File: src/rtl/timer_apb_nch.sv
// -----------------------------------------------------------------------------
// timer_apb_nch
//
// Multi-channel APB timer. NUM_CH independent CNT_W-bit up/down counters, each
// with its own 4-bit prescaler, TDR/TCR/TSR/TCNT registers and interrupt line.
// Channel n occupies byte addresses 4n..4n+3:
//   +0 TDR  reload/data (RW)
//   +1 TCR  control (RW): [7] load, [5] dir, [4] en, [3] ovf_ie, [2] udf_ie, [1:0] cks
//   +2 TSR  status (W1C): [1] underflow, [0] overflow
//   +3 TCNT live counter (RO, writes ignored without error)
//
// Build option:
//   TIMER_AUTO_RELOAD_EN  when defined, overflow/underflow reloads TDR into the
//                         counter instead of wrapping.
//
// Ports:
//   pclk     clock, all logic on the rising edge
//   preset   synchronous active-high reset
//   psel, penable, pwrite, paddr, pwdata   APB request
//   prdata   read data (0 when not selected or unmapped)
//   pready   always 1
//   pslverr  1 during an access phase to an unmapped address
//   irq      per-channel registered interrupt
// -----------------------------------------------------------------------------
module timer_apb_nch #(
    parameter int CNT_W  = 8,
    parameter int NUM_CH = 4,
    parameter int ADDR_W = 8
) (
    input  logic              pclk,
    input  logic              preset,
    input  logic              psel,
    input  logic              penable,
    input  logic              pwrite,
    input  logic [ADDR_W-1:0] paddr,
    input  logic [CNT_W-1:0]  pwdata,
    output logic [CNT_W-1:0]  prdata,
    output logic              pready,
    output logic              pslverr,
    output logic [NUM_CH-1:0] irq
);

    logic [31:0]      paddr_ext;
    logic             mapped;
    logic             wr_access;
    logic [NUM_CH-1:0] ch_sel;
    logic [CNT_W-1:0] ch_rdata [NUM_CH];

    assign paddr_ext = 32'(paddr);
    assign mapped    = (paddr_ext < 32'(4 * NUM_CH));
    assign wr_access = psel & penable & pwrite;
    assign pready    = 1'b1;
    assign pslverr   = psel & penable & ~mapped;

    genvar gi;
    generate
        for (gi = 0; gi < NUM_CH; gi++) begin : g_ch
            logic [CNT_W-1:0] tdr_reg;
            logic [CNT_W-1:0] cnt_reg;
            logic [CNT_W-1:0] cnt_next;
            logic [6:0]       tcr_reg;    // {load, dir, en, ovf_ie, udf_ie, cks}; bit 6 of TCR is not stored
            logic [1:0]       tsr_reg;
            logic [3:0]       presc_reg;
            logic             irq_reg;
            logic             load, dir, en, ovf_ie, udf_ie;
            logic [1:0]       cks;
            logic [3:0]       presc_mask;
            logic             tick, step, ovf_set, udf_set;
            logic             wr_tdr, wr_tcr, wr_tsr;
            logic [CNT_W-1:0] rdata;

            // Only channel indices below NUM_CH exist, so a match implies a mapped address.
            assign ch_sel[gi] = (paddr_ext[31:2] == 30'(gi));
            assign wr_tdr     = wr_access & ch_sel[gi] & (paddr_ext[1:0] == 2'd0);
            assign wr_tcr     = wr_access & ch_sel[gi] & (paddr_ext[1:0] == 2'd1);
            assign wr_tsr     = wr_access & ch_sel[gi] & (paddr_ext[1:0] == 2'd2);

            assign {load, dir, en, ovf_ie, udf_ie, cks} = tcr_reg;

            always_comb begin
                case (cks)
                    2'd0:    presc_mask = 4'b0001;
                    2'd1:    presc_mask = 4'b0011;
                    2'd2:    presc_mask = 4'b0111;
                    default: presc_mask = 4'b1111;
                endcase
            end

            assign tick    = ((presc_reg & presc_mask) == presc_mask);
            assign step    = en & ~load & tick;
            assign ovf_set = step & ~dir & (cnt_reg == '1);
            assign udf_set = step &  dir & (cnt_reg == '0);

            always_comb begin
                cnt_next = cnt_reg;
                if (load) begin
                    cnt_next = tdr_reg;
                end else if (step) begin
                    // Plain modular arithmetic gives the wrap (max->0, 0->max).
                    cnt_next = dir ? (cnt_reg - CNT_W'(1)) : (cnt_reg + CNT_W'(1));
`ifdef TIMER_AUTO_RELOAD_EN
                    if (ovf_set || udf_set)
                        cnt_next = tdr_reg;
`endif
                end
            end

            always_ff @(posedge pclk) begin
                if (preset) begin
                    tdr_reg   <= '0;
                    tcr_reg   <= '0;
                    tsr_reg   <= '0;
                    presc_reg <= '0;
                    cnt_reg   <= '0;
                    irq_reg   <= 1'b0;
                end else begin
                    if (wr_tdr)
                        tdr_reg <= pwdata;
                    if (wr_tcr)
                        tcr_reg <= {pwdata[7], pwdata[5:0]};
                    // Set terms are OR-ed after the clear so a same-cycle set wins.
                    tsr_reg   <= (tsr_reg & ~(wr_tsr ? pwdata[1:0] : 2'b00)) | {udf_set, ovf_set};
                    presc_reg <= (en && !load) ? (presc_reg + 4'd1) : 4'd0;
                    cnt_reg   <= cnt_next;
                    irq_reg   <= |(tsr_reg & {udf_ie, ovf_ie});
                end
            end

            always_comb begin
                case (paddr_ext[1:0])
                    2'd0:    rdata = tdr_reg;
                    2'd1:    rdata = CNT_W'({tcr_reg[6], 1'b0, tcr_reg[5:0]});
                    2'd2:    rdata = CNT_W'(tsr_reg);
                    default: rdata = cnt_reg;
                endcase
            end

            assign ch_rdata[gi] = rdata;
            assign irq[gi]      = irq_reg;
        end
    endgenerate

    always_comb begin
        prdata = '0;
        if (psel && mapped) begin
            for (int i = 0; i < NUM_CH; i++) begin
                if (ch_sel[i])
                    prdata = ch_rdata[i];
            end
        end
    end

endmodule

File: config.mk
export PLATFORM = sky130hd
export DESIGN_NAME = timer_apb_nch
export DESIGN_NICKNAME = d
export VERILOG_FILES = /design/src/rtl/timer_apb_nch.sv
export SDC_FILE = /design/constraint.sdc
export NUM_CORES = 1
export LEC_CHECK = 0
export BUFFER_PORTS_ARGS = -buffer_cell sky130_fd_sc_hd__clkbuf_2
export CAP_MARGIN = 10
export CORE_ASPECT_RATIO = 0.6
export CORE_MARGIN = 3
export CORE_UTILIZATION = 57
export CTS_BUF_LIST = sky130_fd_sc_hd__clkbuf_4 sky130_fd_sc_hd__clkbuf_8 sky130_fd_sc_hd__clkbuf_16
export CTS_CLUSTER_DIAMETER = 100
export DETAILED_ROUTE_END_ITERATION = 16
export GPL_TIMING_DRIVEN = 0
export PLACE_DENSITY = 0.79
export RECOVER_POWER = 50
export SYNTH_ARGS = -nofsm -noshare
export SYNTH_HDL_FRONTEND = slang
export SYNTH_SLANG_ARGS = --single-unit
File: constraint.sdc
create_clock -name pclk -period 4.6 [get_ports pclk]
set_input_delay 0.92 -clock pclk [delete_from_list [all_inputs] [get_ports pclk]]
set_output_delay 0.92 -clock pclk [all_outputs]
set_load 0.03 [all_outputs]
==> reports/metrics.yaml, run 1 <==
outcome: "finished clean"
switchingPower_mw: 0.5639
reg2reg_slack_ns: 2.34
wl_per_cell_um: 21.48
ctsHoldBuffers: 0
synthCells: 811
leakage_nw: 3.006
post_drt_via_cell_ratio: 6.516
worstHoldEndpoint: "g_ch[1].presc_reg[0]"
antenna_found_initial: 0
final-hold-violation-count: 0
post-route-drc-count: 0
most-common-layout-cells: "sky130_fd_sc_hd__dfxtp_1 (120), sky130_fd_sc_hd__nor2_1 (115), sky130_fd_sc_hd__mux2i_1 (81)"
detailroute.wirelength.met2_mm: 9.457
required_ns: 3.68
drt-met1-wl_mm: 9.325
hold_path.class: "reg -> reg"
synth_sequential_area_ratio_pct: 34.41
gp_congestion: 0.9804
worstReg2RegStart: "g_ch[0].tcr_reg[5]"
place.port_buffers: 24
drt_first_iter_violations: 914
dr_total_vias: 6685
setup.worst_path.class: "in -> out"
clock_sink_count: 120
cts_resized: 0
finalSetupViolCount: 0
synth.distinct_cells: 57
initial_core_util_pct: 59.99
totalWireLength_mm: 22.04
ys_warn_count: 0
rows: 30
clk-insertion-delay-late_ns: 0.42
arrival_ns: 3.32
post_synth_fa_ha_maj_area_fraction_pct: 6.166
design.core.area_um2: 11640
tritoncts: "yes"
cap_viol_max_count: 0
worstMarginPinSlew_ns: 0.7939
combPwrFrac_pct: 4.3
setup_total_negative_slack_ns: 0
n_antenna_cell: 0
fmaxAchievable_mhz: 236.1
place_hpwl_mm: 16.00
ratio_of_cells_with_drive_above_1_in_the_final_layout_pct: 9.700
die_w_um: 148.9
buffers_inserted_during_post_cts_setup_optimization: 0
synth_nets: 864
wire_length_of_the_first_global_routing_pass_mm: 34.78
fp.dieArea_um2: 13650
layout.cells.most_common: "sky130_fd_sc_hd__dfxtp_1"
power_report.internal_total_mw: 1.972
maximum_level_of_the_cts_h_tree: 4
largest_net_degree_at_the_start_of_global_routing: 17
detailedRoute.firstPassIterationCount: 5
top_flip_flop_cell_by_instance_count_after_synthesis: "sky130_fd_sc_hd__dfxtp_1"
critical_path.max_fanout: 10
slew_violations: 0
total_clock_buffers_created_by_cts: 17
synth_async_sr_flop_share_pct: 0
power.share.clock_pct: 54.7
seq_power_share_pct: 41.0
fin_worst_hold_slack_ns: 0.4614
clock_tree.root_cell: "sky130_fd_sc_hd__clkbuf_16"
top_level_ports: 35
clock_path_buffers: 2
synth-compound-area-share_pct: 17.58
clock_pin_slew_reported_for_the_worst_setup_and_hold_paths_after_clock_tree_synthesis_ns: 0.05
worst_slew_margin_rel_pct: 47.07
xor_xnor_portion_of_the_synthesized_cell_area_pct: 1.631
antenna_violating_nets_post_route: 0
synth_to_layout_area_growth_pct: 12.85
vdd_ir_drop_max_uv: 278.9
worst_setup_path_start_kind: "primary input"
reg2reg_to: "g_ch[0].cnt_reg[6]"
grt_setup_unrepaired: "no"
shortest_period_the_worst_path_allows_ns: 4.236
layout_worst_path_cycle_share_pct: 92.09
synthMuxAreaShare_pct: 15.49
synth.cell_area_um2: 6980
post_synth_and_or_nand_nor_area_fraction_pct: 19.70
die_h_um: 91.72
avgSynthCellArea_um2: 8.607
synth_top_family_by_area: "simple AND/OR/NAND/NOR gates"
vias_in_the_first_global_route: 6311
track_usage_pct: 32.77
hold_start: "g_ch[1].presc_reg[0]"
post_synth_edffs: 0
placedCellCount: 995
worstHoldPathCells: 1
net_total_in_the_final_layout: 907
power_density_nw_per_um2: 321.9
grt_overflow_total: 0
r2r_cells: 7
clock_skews_ns: 0.006770
cp-end-kind: "output port"
maxUsedRoutingLayer: "met5"
finalNonFillerCells: 1026
synth-seq-cells: 120
switching_share_of_power_pct: 22.24
detailroute.wirelength.met3_mm: 2.766
-- critical path, stage by stage --
cell and delay (ns):
sky130_fd_sc_hd__buf_6 0.13, sky130_fd_sc_hd__clkbuf_1 0.33, sky130_fd_sc_hd__clkbuf_1 0.37, sky130_fd_sc_hd__o21ai_0 0.41
sky130_fd_sc_hd__o21ai_0 0.16, sky130_fd_sc_hd__a2111oi_0 0.67, sky130_fd_sc_hd__clkbuf_2 0.32
-- logic make-up after synthesis --
logic type,Yosys count
other cells,1
flops,120
fa+ha+maj,32
simple gates,286
mux,95
buf+inv,77
compound gates,187
xor+xnor,13
-- routing by layer --
| layer | vias up | track usage, % |
|---|---|---|
| met1 | 3200 | 46.87 |
| met2 | 409 | 47.45 |
| li1 | 3017 | - |
| met4 | 2 | 10.74 |
| met5 | - | 0 |
| met3 | 57 | 9.531 |
-- layout make-up --
class / count / area (um^2)
buffer: 51 / 236.5
clock buffer: 23 / 489.2
clock inverter: 8 / 120.1
fill: 933 / 3759
inverter: 26 / 97.59
multi-input combinational: 614 / 4218
sequential: 120 / 2402
tap: 160 / 200.2
timing repair buffer: 24 / 113.9
-- power groups by stage --
stage / combinational (mW) / clock (mW) / sequential (mW)
floorplan: 0.0615 / 0 / 1.06
global placement: 0.104 / 0 / 1.06
detailed placement: 0.105 / 0 / 1.06
CTS: 0.106 / 1.39 / 1.04
global route: 0.112 / 1.44 / 1.04
finish: 0.109 / 1.39 / 1.04
-- per-stage QoR --
stage                     instance area (um^2)  utilization [%]  power (mW)  setup WS, ns
after floorplan                           6980                -       1.124        0.3849
after global placement                    7301            62.74       1.167        0.7744
after detailed placement                  7301            62.74       1.168        0.7403
after CTS                                 7910            67.98       2.534        0.7317
after global routing                      7878            67.70       2.594        0.3321
final                                     7878            67.70       2.536        0.3639
-- synthesized netlist by cell type (all sizes together) (17+ instances only) --
library cell,n,area share [%]
a21oi,47,3.4
a22oi,25,2.7
buf,20,1.9
clkbuf,31,1.7
dfxtp,120,34
ha,28,5.0
inv,25,1.3
mux2i,81,12
nand2,59,3.2
nand3,20,1.6
nand4,17,1.5
nor2,117,6.6
nor2b,22,2.0
o21ai,35,2.5
-- worst max path at each step --
stage,depth (start not counted),start,to,slack [ns]
detailed placement,7,paddr[1],prdata[3],0.74
global route,7,paddr[1],prdata[3],0.33
finish,7,paddr[1],prdata[3],0.36
CTS,7,paddr[1],prdata[3],0.73
floorplan,8,paddr[0],prdata[7],0.38
global placement,7,paddr[1],prdata[3],0.77
Power figures use the tool's default switching activity.
==> run 2, diff against run 1 <==
- PLACE_DENSITY: 0.79 -> 0.71
- SLEW_MARGIN: not set -> 20
==> run 2 against run 1 <==
  * Maximum frequency up 4.2%
  * Count of clock-buffer cells in the layout decreased by 3
  * Total power grew 6.5%
  * Critical endpoint unchanged
  * Cell area is 0.92% higher
  * Sequential share of layout area down 0.28 points
  * Via count rose by 0.28%
  * Non-clock buffer count did not move
  * Clock skew grew 0.00057 ns
  * Setup slack improved by 0.17 ns
  * Register-to-register slack worse by 0.11 ns
  * Utilization rose by 0.62 points
==> reports/metrics.yaml, run 2 (same netlist as run 1, synthesis figures left out) <==
post_drt_via_cell_ratio: 6.528  # was 6.516
detailroute.wirelength.met2_mm: 9.389  # was 9.457 mm
totalWireLength_mm: 22.16  # was 22.04 mm
clock_skews_ns: 0.007342  # was 0.006770 ns
drt_first_iter_violations: 941  # was 914
track_usage_pct: 32.93  # was 32.77%
antenna_found_initial: 0  # unchanged
place_hpwl_mm: 16.05  # was 16.00 mm
dr_total_vias: 6704  # was 6685
finalSetupViolCount: 0  # unchanged
buffers_inserted_during_post_cts_setup_optimization: 0  # unchanged
gp_congestion: 0.9590  # was 0.9804
drt-met1-wl_mm: 9.542  # was 9.325 mm
total_clock_buffers_created_by_cts: 17  # unchanged
wl_per_cell_um: 21.58  # was 21.48 um
worst_setup_path_start_kind: "primary input"  # unchanged
design.core.area_um2: 11640  # unchanged
final-hold-violation-count: 0  # unchanged
place.port_buffers: 24  # unchanged
clk-insertion-delay-late_ns: 0.43  # was 0.42 ns
die_w_um: 148.9  # unchanged
shortest_period_the_worst_path_allows_ns: 4.065  # was 4.236 ns
largest_net_degree_at_the_start_of_global_routing: 17  # unchanged
die_h_um: 91.72  # unchanged
layout_worst_path_cycle_share_pct: 88.38  # was 92.09%
n_antenna_cell: 0  # unchanged
worst_slew_margin_rel_pct: 43.53  # was 47.07%
cp-end-kind: "output port"  # unchanged
wire_length_of_the_first_global_routing_pass_mm: 34.66  # was 34.78 mm
top_level_ports: 35  # unchanged
ratio_of_cells_with_drive_above_1_in_the_final_layout_pct: 9.804  # was 9.700%
detailroute.wirelength.met3_mm: 2.815  # was 2.766 mm
post-route-drc-count: 0  # unchanged
outcome: "finished clean"  # unchanged
grt_setup_unrepaired: "no"  # unchanged
vias_in_the_first_global_route: 6306  # was 6311
hold_path.class: "reg -> reg"  # unchanged
clock_pin_slew_reported_for_the_worst_setup_and_hold_paths_after_clock_tree_synthesis_ns: 0.05  # about the same
required_ns: 3.68  # about the same
final_area_um2: 7950  # was 7878 um^2
postLayoutCoreUtil_pct: 68.32  # was 67.70%
critical_path.max_fanout: 10  # unchanged
maximum_level_of_the_cts_h_tree: 4  # unchanged
grt_overflow_total: 0  # unchanged
fmaxAchievable_mhz: 246.0  # was 236.1 MHz
clock_sink_count: 120  # unchanged
most-common-layout-cells: "sky130_fd_sc_hd__dfxtp_1 (120), sky130_fd_sc_hd__nor2_1 (115), sky130_fd_sc_hd__mux2i_1 (81)"  # unchanged
slew_violations: 0  # unchanged
antenna_violating_nets_post_route: 0  # unchanged
clock_path_buffers: 2  # unchanged
setup.worst_path.class: "in -> out"  # unchanged
ctsHoldBuffers: 0  # unchanged
layout.cells.most_common: "sky130_fd_sc_hd__dfxtp_1"  # unchanged
cap_viol_max_count: 0  # unchanged
vdd_ir_drop_max_uv: 253.0  # was 278.9 uV
detailedRoute.firstPassIterationCount: 5  # unchanged
arrival_ns: 3.15  # was 3.32 ns
clock_tree.root_cell: "sky130_fd_sc_hd__clkbuf_16"  # unchanged
initial_core_util_pct: 59.99  # unchanged
rows: 30  # unchanged
finalNonFillerCells: 1027  # was 1026
synth_to_layout_area_growth_pct: 13.89  # was 12.85%
tritoncts: "yes"  # unchanged
power_density_nw_per_um2: 339.8  # was 321.9 nW/um^2
worstMarginPinSlew_ns: 0.8471  # was 0.7939 ns
placedCellCount: 995  # unchanged
net_total_in_the_final_layout: 907  # unchanged
setup_total_negative_slack_ns: 0  # unchanged
maxUsedRoutingLayer: "met4"  # was met5
leakage_nw: 3.032  # was 3.006 nW
fp.dieArea_um2: 13650  # unchanged
post_detailed_placement_cell_area_um2: 7301  # unchanged
cts_resized: 0  # unchanged
==> run 2: changes by cell type in the layout (fill, tap and decap cells not counted), sizes merged <==
cell      before  now
clkinvlp       2    3
buf           16   15
bufinv         3    6
clkbuf        82   80
==> run 2: metrics by stage <==
| stage | total power [mW] | setup WS [ns] | hold slack (ns) |
|---|---|---|---|
| floorplan | 1.124 | 0.3849 | 0.4297 |
| global placement | 1.165 | 0.8632 | 0.4476 |
| detailed placement | 1.166 | 0.8383 | 0.4583 |
| CTS | 2.695 | 0.8379 | 0.4709 |
| global route | 2.754 | 0.4720 | 0.4819 |
| finish | 2.701 | 0.5346 | 0.4647 |
==> run 2: worst max-delay path, stage by stage <==
cell and delay [ns]:
sky130_fd_sc_hd__buf_6 0.12, sky130_fd_sc_hd__clkbuf_1 0.30, sky130_fd_sc_hd__clkbuf_1 0.34, sky130_fd_sc_hd__o21ai_0 0.37, sky130_fd_sc_hd__o21ai_0 0.16, sky130_fd_sc_hd__a2111oi_0 0.61, sky130_fd_sc_hd__clkbuf_2 0.31
==> run 2: worst paths after layout <==
| kind | startpoint | to | slack [ns] | cells after the start |
|---|---|---|---|---|
| worst max-delay path | paddr[1] | prdata[3] | 0.53 | 7 |
| worst min-delay path | g_ch[1].presc_reg[0] | g_ch[1].presc_reg[0] | 0.46 | 1 |
| worst max register to register | g_ch[3].tcr_reg[5] | g_ch[3].cnt_reg[6] | 2.23 | 7 |
| worst min register to register | g_ch[1].presc_reg[0] | g_ch[1].presc_reg[0] | 0.46 | 1 |
==> run 2: power by group <==
group / leakage, nW / internal [mW] / switching [mW]
Clock: 0.326 / 1.05 / 0.505
Sequential: 0.966 / 1.04 / 0.000256
Combinational: 1.74 / 0.0259 / 0.0814
==> run 2: layout make-up <==
class	count	area (um^2)
multi-input cells	614	4218
fillers	921	3686
flip-flops and latches	120	2402
clock buffers	20	460.4
plain buffers	51	236.5
clock inverters	12	221.5
well taps	160	200.2
repair buffers	24	113.9
inverters	26	97.59
==> run 2: metal layers <==
layer	vias to the layer above	GRT usage [%]
met5	-	0
met4	0	10.36
met3	37	10.12
met2	437	47.41
met1	3200	47.12
li1	3030	-
